==> config.mk <==
export PLATFORM = sky130hd
export DESIGN_NAME = mnco_sdr
export DESIGN_NICKNAME = d
export VERILOG_FILES = /design/src/rtl/mnco_sdr.sv
export SDC_FILE = /design/constraint.sdc
export NUM_CORES = 2
export LEC_CHECK = 0
export BUFFER_PORTS_ARGS = -buffer_cell sky130_fd_sc_hd__clkbuf_2
export CORE_MARGIN = 2
export CORE_UTILIZATION = 60
export CTS_CLUSTER_DIAMETER = 200
export DETAILED_ROUTE_END_ITERATION = 10
export PLACE_DENSITY = 0.76
export SYNTH_ARGS = -nofsm -noshare
export SYNTH_HDL_FRONTEND = slang
export SYNTH_SLANG_ARGS = --single-unit
==> constraint.sdc <==
create_clock -name clk -period 14.83 [get_ports clk]
set_clock_uncertainty 0.15 [all_clocks]
set_input_delay 1.483 -clock clk [delete_from_list [all_inputs] [get_ports clk]]
set_output_delay 1.483 -clock clk [all_outputs]
set_load 0.005 [all_outputs]
==> src/rtl/mnco_sdr.sv <==
// Numerically controlled oscillator: 32-bit phase accumulator feeding a 14-iteration
// pipelined CORDIC that produces 10-bit signed sine/cosine with a fixed 16-cycle latency.
module mnco_sdr (
    input  logic               clk,
    input  logic               reset_n,
    input  logic               clken,
    input  logic        [31:0] phi_inc_i,
    output logic signed [9:0]  fsin_o,
    output logic signed [9:0]  fcos_o,
    output logic               out_valid
);

    localparam int ITER = 14;
    // 511 / CORDIC gain, with 8 fractional bits
    localparam logic signed [19:0] X_INIT = 20'sd79439;

    logic        [31:0] acc;
    logic        [15:0] vld_p;
    logic signed [19:0] x_p    [0:ITER];
    logic signed [19:0] y_p    [0:ITER];
    logic signed [19:0] z_p    [0:ITER-1];
    logic        [1:0]  quad_p [0:ITER];
    logic               byp_p  [0:ITER];
    logic signed [9:0]  sin_f, cos_f, sin_u, cos_u;

    // atan(2^-i) in angle units where 90 degrees = 2^16
    function automatic logic signed [19:0] atan_lut(input int i);
        case (i)
            0:       return 20'sd32768;
            1:       return 20'sd19344;
            2:       return 20'sd10221;
            3:       return 20'sd5188;
            4:       return 20'sd2604;
            5:       return 20'sd1303;
            6:       return 20'sd652;
            7:       return 20'sd326;
            8:       return 20'sd163;
            9:       return 20'sd81;
            10:      return 20'sd41;
            11:      return 20'sd20;
            12:      return 20'sd10;
            13:      return 20'sd5;
            default: return 20'sd0;
        endcase
    endfunction

    function automatic logic signed [9:0] rnd_sat(input logic signed [19:0] v);
        logic signed [20:0] t;
        t = 21'(v) + 21'sd128;
        t = t >>> 8;
        if (t > 21'sd511)
            return 10'sd511;
        else if (t < -21'sd511)
            return -10'sd511;
        return t[9:0];
    endfunction

    always_ff @(posedge clk) begin
        if (!reset_n) begin
            acc   <= '0;
            vld_p <= '0;
        end else if (clken) begin
            acc   <= acc + phi_inc_i;
            vld_p <= {vld_p[14:0], 1'b1};
        end
    end

    // Stage p0 folds the phase into the first quadrant; stages p1..p14 are CORDIC rotations
    always_ff @(posedge clk) begin
        if (!reset_n) begin
            for (int i = 0; i <= ITER; i++) begin
                x_p[i]    <= '0;
                y_p[i]    <= '0;
                quad_p[i] <= '0;
                byp_p[i]  <= 1'b0;
            end
            for (int i = 0; i < ITER; i++)
                z_p[i] <= '0;
        end else if (clken) begin
            x_p[0]    <= X_INIT;
            y_p[0]    <= '0;
            z_p[0]    <= {4'b0000, acc[29:16], 2'b00};
            quad_p[0] <= acc[31:30];
            byp_p[0]  <= (acc[29:16] == 14'd0);
            for (int i = 0; i < ITER; i++) begin
                if (!z_p[i][19]) begin
                    x_p[i+1] <= x_p[i] - (y_p[i] >>> i);
                    y_p[i+1] <= y_p[i] + (x_p[i] >>> i);
                end else begin
                    x_p[i+1] <= x_p[i] + (y_p[i] >>> i);
                    y_p[i+1] <= y_p[i] - (x_p[i] >>> i);
                end
                quad_p[i+1] <= quad_p[i];
                byp_p[i+1]  <= byp_p[i];
            end
            for (int i = 0; i < ITER - 1; i++)
                z_p[i+1] <= z_p[i][19] ? z_p[i] + atan_lut(i) : z_p[i] - atan_lut(i);
        end
    end

    // Stage p15: round, exact-axis bypass, quadrant unfold
    always_comb begin
        sin_f = rnd_sat(y_p[ITER]);
        cos_f = rnd_sat(x_p[ITER]);
        if (byp_p[ITER]) begin
            sin_f = 10'sd0;
            cos_f = 10'sd511;
        end
        case (quad_p[ITER])
            2'd0: begin sin_u = sin_f;  cos_u = cos_f;  end
            2'd1: begin sin_u = cos_f;  cos_u = -sin_f; end
            2'd2: begin sin_u = -sin_f; cos_u = -cos_f; end
            default: begin sin_u = -cos_f; cos_u = sin_f; end
        endcase
    end

    always_ff @(posedge clk) begin
        if (!reset_n) begin
            fsin_o    <= '0;
            fcos_o    <= '0;
            out_valid <= 1'b0;
        end else if (clken) begin
            fsin_o    <= vld_p[14] ? sin_u : 10'sd0;
            fcos_o    <= vld_p[14] ? cos_u : 10'sd0;
            out_valid <= vld_p[14];
        end
    end

endmodule

Word level (Yosys, flattened, before mapping):

Memories as Yosys holds them, arrays and structs flattened.
Cells that the tools add are included.

* equal/unequal tests: 2
* add/subtract/negate cells: 86
* bitwise gates (word level): 102
* $lt $le $gt $ge: 4
* reductions and logical operators: 2
* muxes and demuxes: 273

Operators by type and width (count)
* $mux W20: 111
* $sub A20 B20 Y20: 15
* $add A20 B20 Y20: 14
* $mux W1: 135
* $or A1 B1 Y1: 102
* $mux W10: 10
* $pmux W10 S3: 2
* $add A20 B9 Y21 const B: 2
* $add A20 B10 Y20: 2
* $add A20 B11 Y20: 2
* $add A20 B12 Y20: 2
* $add A20 B13 Y20: 2
* $add A20 B14 Y20: 2
* $add A20 B15 Y20: 2
* $add A20 B16 Y20: 2
* $add A20 B17 Y20: 2
* $add A20 B18 Y20: 2
* $add A20 B19 Y20: 2
* $add A20 B7 Y20: 2
* $add A20 B8 Y20: 2
* $add A20 B9 Y20: 2
* $sub A20 B10 Y20: 2
* $sub A20 B11 Y20: 2
* $sub A20 B12 Y20: 2
* other kinds (19): 46

* logic and storage cells: 479
* memory bits (writable): 925
* memories kept: 5
* register bits after elaboration: 68
* output and inout bits: 21
* input port bits: 35

Memory list
* x_p: words 15, bits a word 20, rd ports 15, clocked after memory_dff 0, wr ports 15, line 19 `logic signed [19:0] x_p [0:ITER];`
* y_p: words 15, bits a word 20, rd ports 15, clocked after memory_dff 0, wr ports 15, line 20 `logic signed [19:0] y_p [0:ITER];`
* z_p: words 14, bits a word 20, rd ports 14, clocked after memory_dff 0, wr ports 14, line 21 `logic signed [19:0] z_p [0:ITER-1];`
* quad_p: words 15, bits a word 2, rd ports 15, clocked after memory_dff 0, wr ports 15, line 22 `logic [1:0] quad_p [0:ITER];`
* byp_p: words 15, bits a word 1, rd ports 15, clocked after memory_dff 0, wr ports 15, line 23 `logic byp_p [0:ITER];`

Depth between registers and ports, before layout:

* depth after elaboration: 9
* gate-level depth with buffers: 20
* mapped depth without buffers: 17

Worst setup path after synthesis:

Ideal clock, no wire load.

* path type: input-to-reg
* start: in clken
* end: mem byp_p[0][0] (enable)
* library setup time: 0.666 ns
* setup slack: 5.619 ns
* stages on the path: 5
* arrival time: 8.395 ns
* path through: clkbuf_1 -> nor2_1 -> clkbuf_1 -> buf_1 -> inv_1

RTL lines
* from (decl): line 6 `input logic clken,`
* to (decl): line 23

==> results.cfg <==
[die]
start_util_pct = 60.5
die_width_microns = 344
core_sq_mm = 0.115
dieArea_sq_mm = 0.118
die_y_microns = 344
pin_count = 56
num_rows = 124

[synth]
yosys.cell_types.count = 91
synth_fp_nets = 8335
synth_warnings = 0
synthMostInstantiatedCell = nor2_1
ys_seq_area_share_pct = 36.5
synth_largest_area_cell = edfxtp_1
synth_cells = 7493
synth_area_leaders = edfxtp_1 34%, ha_1 14%, nor2_1 5.5%
syn_area_sq_mm = 0.0693
synth_seq_cells = 865
synth_top_area_share_pct = 34.5
synth_area_per_cell_sq_um = 9.25
ys.flop_type = edfxtp_1
synth_edf_count = 796
synthArstFlopShare_pct = 0
yosys-top-cells-count = 1016 x nor2_1, 796 x edfxtp_1, 771 x ha_1, 507 x a21oi_1, 477 x nand2_1

[drt]
drt_pre_antenna_iters = 6
drt_iter0_drc = 3945
wirelength_microns = 168000
ant_nets = 0
wire_per_inst_microns = 18.5
vias = 55540
vias_per_cell = 6.12
route.detailed.drc = 0

[clock_tree]
cts_resized = 0
ctsHoldBuffers = 0
cts.sinks = 865
cts_tree = built
clk_pin_slew_ns = 0.06
htree_levels = 3
cts_max_path_buffers = 3
cts_inserted_buffers = 99
cts_root_buf = clkbuf_16
postCtsSetupRepairBufs = 0
clk_latency_ns = 0.70

[worst_hold_path]
hold_path.class = reg2reg
worstHoldEndpoint = out_valid$_SDFFE_PN0P_
hold_depth = 2
hold_start = out_valid$_SDFFE_PN0P_

[pwr]
powerDensity_mw_per_mm2 = 226
p_int_uw = 9320
p_comb_share_pct = 59.6
pwr-share-clk_pct = 14.7
total_power_uw = 16800
p_leak_uw = 0.0319
swShare_pct = 44.5
power_switching_uw = 7470
peakVddDrop_mv = 0.123
p_seq_share_pct = 25.7

[grt]
antenna_found_initial = 5
grt_pass1_wl_microns = 270000
grt_usage_pct = 28.0
grt-ovfl-total = 0
grt_pass1_vias = 52650
grt_start_max_net_pins = 182

[critical_path]
path_max_fanout = 40
endpoint_kind = flop
crit_path_frequent_cell = o21ai_0
crit_required_ns = 15.09
rr_endpoint = y_p[13][17]$_SDFFCE_PN0P_
r2r_cells = 14
reg2reg_from = z_p[3][19]$_SDFFCE_PN0P_
rrSetupSlack_ns = 9.47
arrival_ns = 7.63
cp_cell_sequence = buf_6, nand2_4, clkinv_2, buf_4, nand2_1, o21ai_0, ha_1, a21o_1, a311oi_1, a22oi_1, a41oi_1, a211oi_1, a2111oi_0, o21ai_0, o2111ai_1, and3_1, nor3_1
cpPeakStageDelay_ns = 0.74
crit_slowest_cell = a2111oi_0
path_class = in2reg
startpoint_type = primary input

[cells_and_area]
syn2layout_area_growth_pct = 7.18
nets = 8319
final_util_pct = 64.9
n_antenna_cell = 0
fin_area_sq_mm = 0.0743
layout-drive-gt1-share_pct = 4.66

[status]
status = finished, final reports clean

[sta]
max_clock_freq_ghz = 0.136
timing.final.crit_share_pct = 49.7
period_needed_ns = 7.38
slew_viol_final = 0
hold_viol_final = 0
maxSlewHeadroom_pct = 22.5
rsz0062_at_grt = false
fin_tns_setup_ns = 0
worst_pin_slew_ns = 1.16
setup_viol = 0

[place]
gp_congestion = 0.941
postPlaceCellArea_sq_mm = 0.0710
dp_hpwl_microns = 126000
portBuffers = 55

[run]
drv_cap = 0
## flip-flops by register name, indices dropped and copies added, names as in the netlist
name       cells
fsin_o        10
byp_p         15
out_valid      1
vld_p         15
y_p          253
fcos_o        10
acc           32
z_p          245
x_p          254
quad_p        30
## metrics by stage
step	hold WS, ns	setup slack, ns	cells
after floorplan	0.279	5.62	7493
after global placement	0.274	7.08	8888
after detailed placement	0.282	7.00	8888
after CTS	0.292	7.67	9072
after global routing	0.322	7.20	9072
final	0.289	7.45	9072
## logic make-up after synthesis
| logic type | share of synthesized area (%) |
|---|---|
| simple gates | 18.6 |
| mux | 1.46 |
| xor+xnor | 9.48 |
| flops | 36.5 |
| compound gates | 16.2 |
| buf+inv | 2.84 |
| fa+ha+maj | 15.0 |
## power groups by stage
stage          clock, uW  combinational [uW]  sequential (uW)
6_report            2460               10000             4320
5_1_grt             2590               11200             4380
4_1_cts             2510                9900             4310
3_5_place_dp           0                9810             4350
3_3_place_gp           0                9560             4340
2_1_floorplan          0                7890             3980
## how the worst max path moves through the flow
stage / endpoint / startpoint
2_1_floorplan: byp_p[0][0]$_SDFFCE_PN0P_ / clken
3_3_place_gp: x_p[0][157]$_DFFE_PP_ / reset_n
3_5_place_dp: x_p[0][159]$_DFFE_PP_ / reset_n
4_1_cts: x_p[0][159]$_DFFE_PP_ / reset_n
5_1_grt: x_p[0][159]$_DFFE_PP_ / reset_n
6_report: x_p[0][159]$_DFFE_PP_ / reset_n
## layout make-up
type / count / area [sq um]
inverters: 302 / 1150
multi-input cells: 6111 / 42100
fillers: 9377 / 40200
flip-flops and latches: 865 / 25300
clock buffers: 119 / 2600
repair buffers: 98 / 636
well taps: 1512 / 1890
clock inverters: 65 / 647
## critical path: cells and delay by family
family	cells	cell delay, ns
simple gates	4	1.16
fa+ha+maj	1	0.29
buf+inv	3	1.76
compound gates	9	2.90
## cell usage in the layout, fill, tap and decap left out, types with 20 or more instances in the layout
master,instances
nor4_1,35
mux2i_1,84
o41ai_1,34
nand3_1,169
and2_1,92
ha_1,771
buf_4,41
dfxtp_1,69
o21ai_1,21
nand4_1,20
o21a_1,81
o21bai_1,47
o21ai_0,340
a21oi_1,507
and3_1,190
clkbuf_2,53
a31oi_1,68
a21o_1,138
a211o_1,34
nor2_1,1015
nand2b_1,139
fa_1,36
or3_1,56
inv_1,298
nand2_1,476
nor2b_1,80
clkbuf_16,100
a211oi_1,98
o211ai_1,37
xor2_1,358
edfxtp_1,796
nor3b_1,37
or4_1,21
xnor2_1,392
o31a_1,24
or2_2,39
o31ai_1,70
a2111oi_0,29
nor3_1,311
## routing by layer
| layer | part of all wire, % | routed length (microns) | track usage [%] | up-vias |
|---|---|---|---|---|
| met3 | 5.8 | 9810 | 3.85 | 303 |
| met5 | 0.0083 | 14 | 0 | - |
| li1 | - | - | - | 27397 |
| met2 | 46 | 77700 | 46.5 | 1503 |
| met4 | 3.1 | 5140 | 8.57 | 2 |
| met1 | 45 | 75200 | 37.9 | 26335 |
Note: power is estimated with default switching activity, not from simulation.
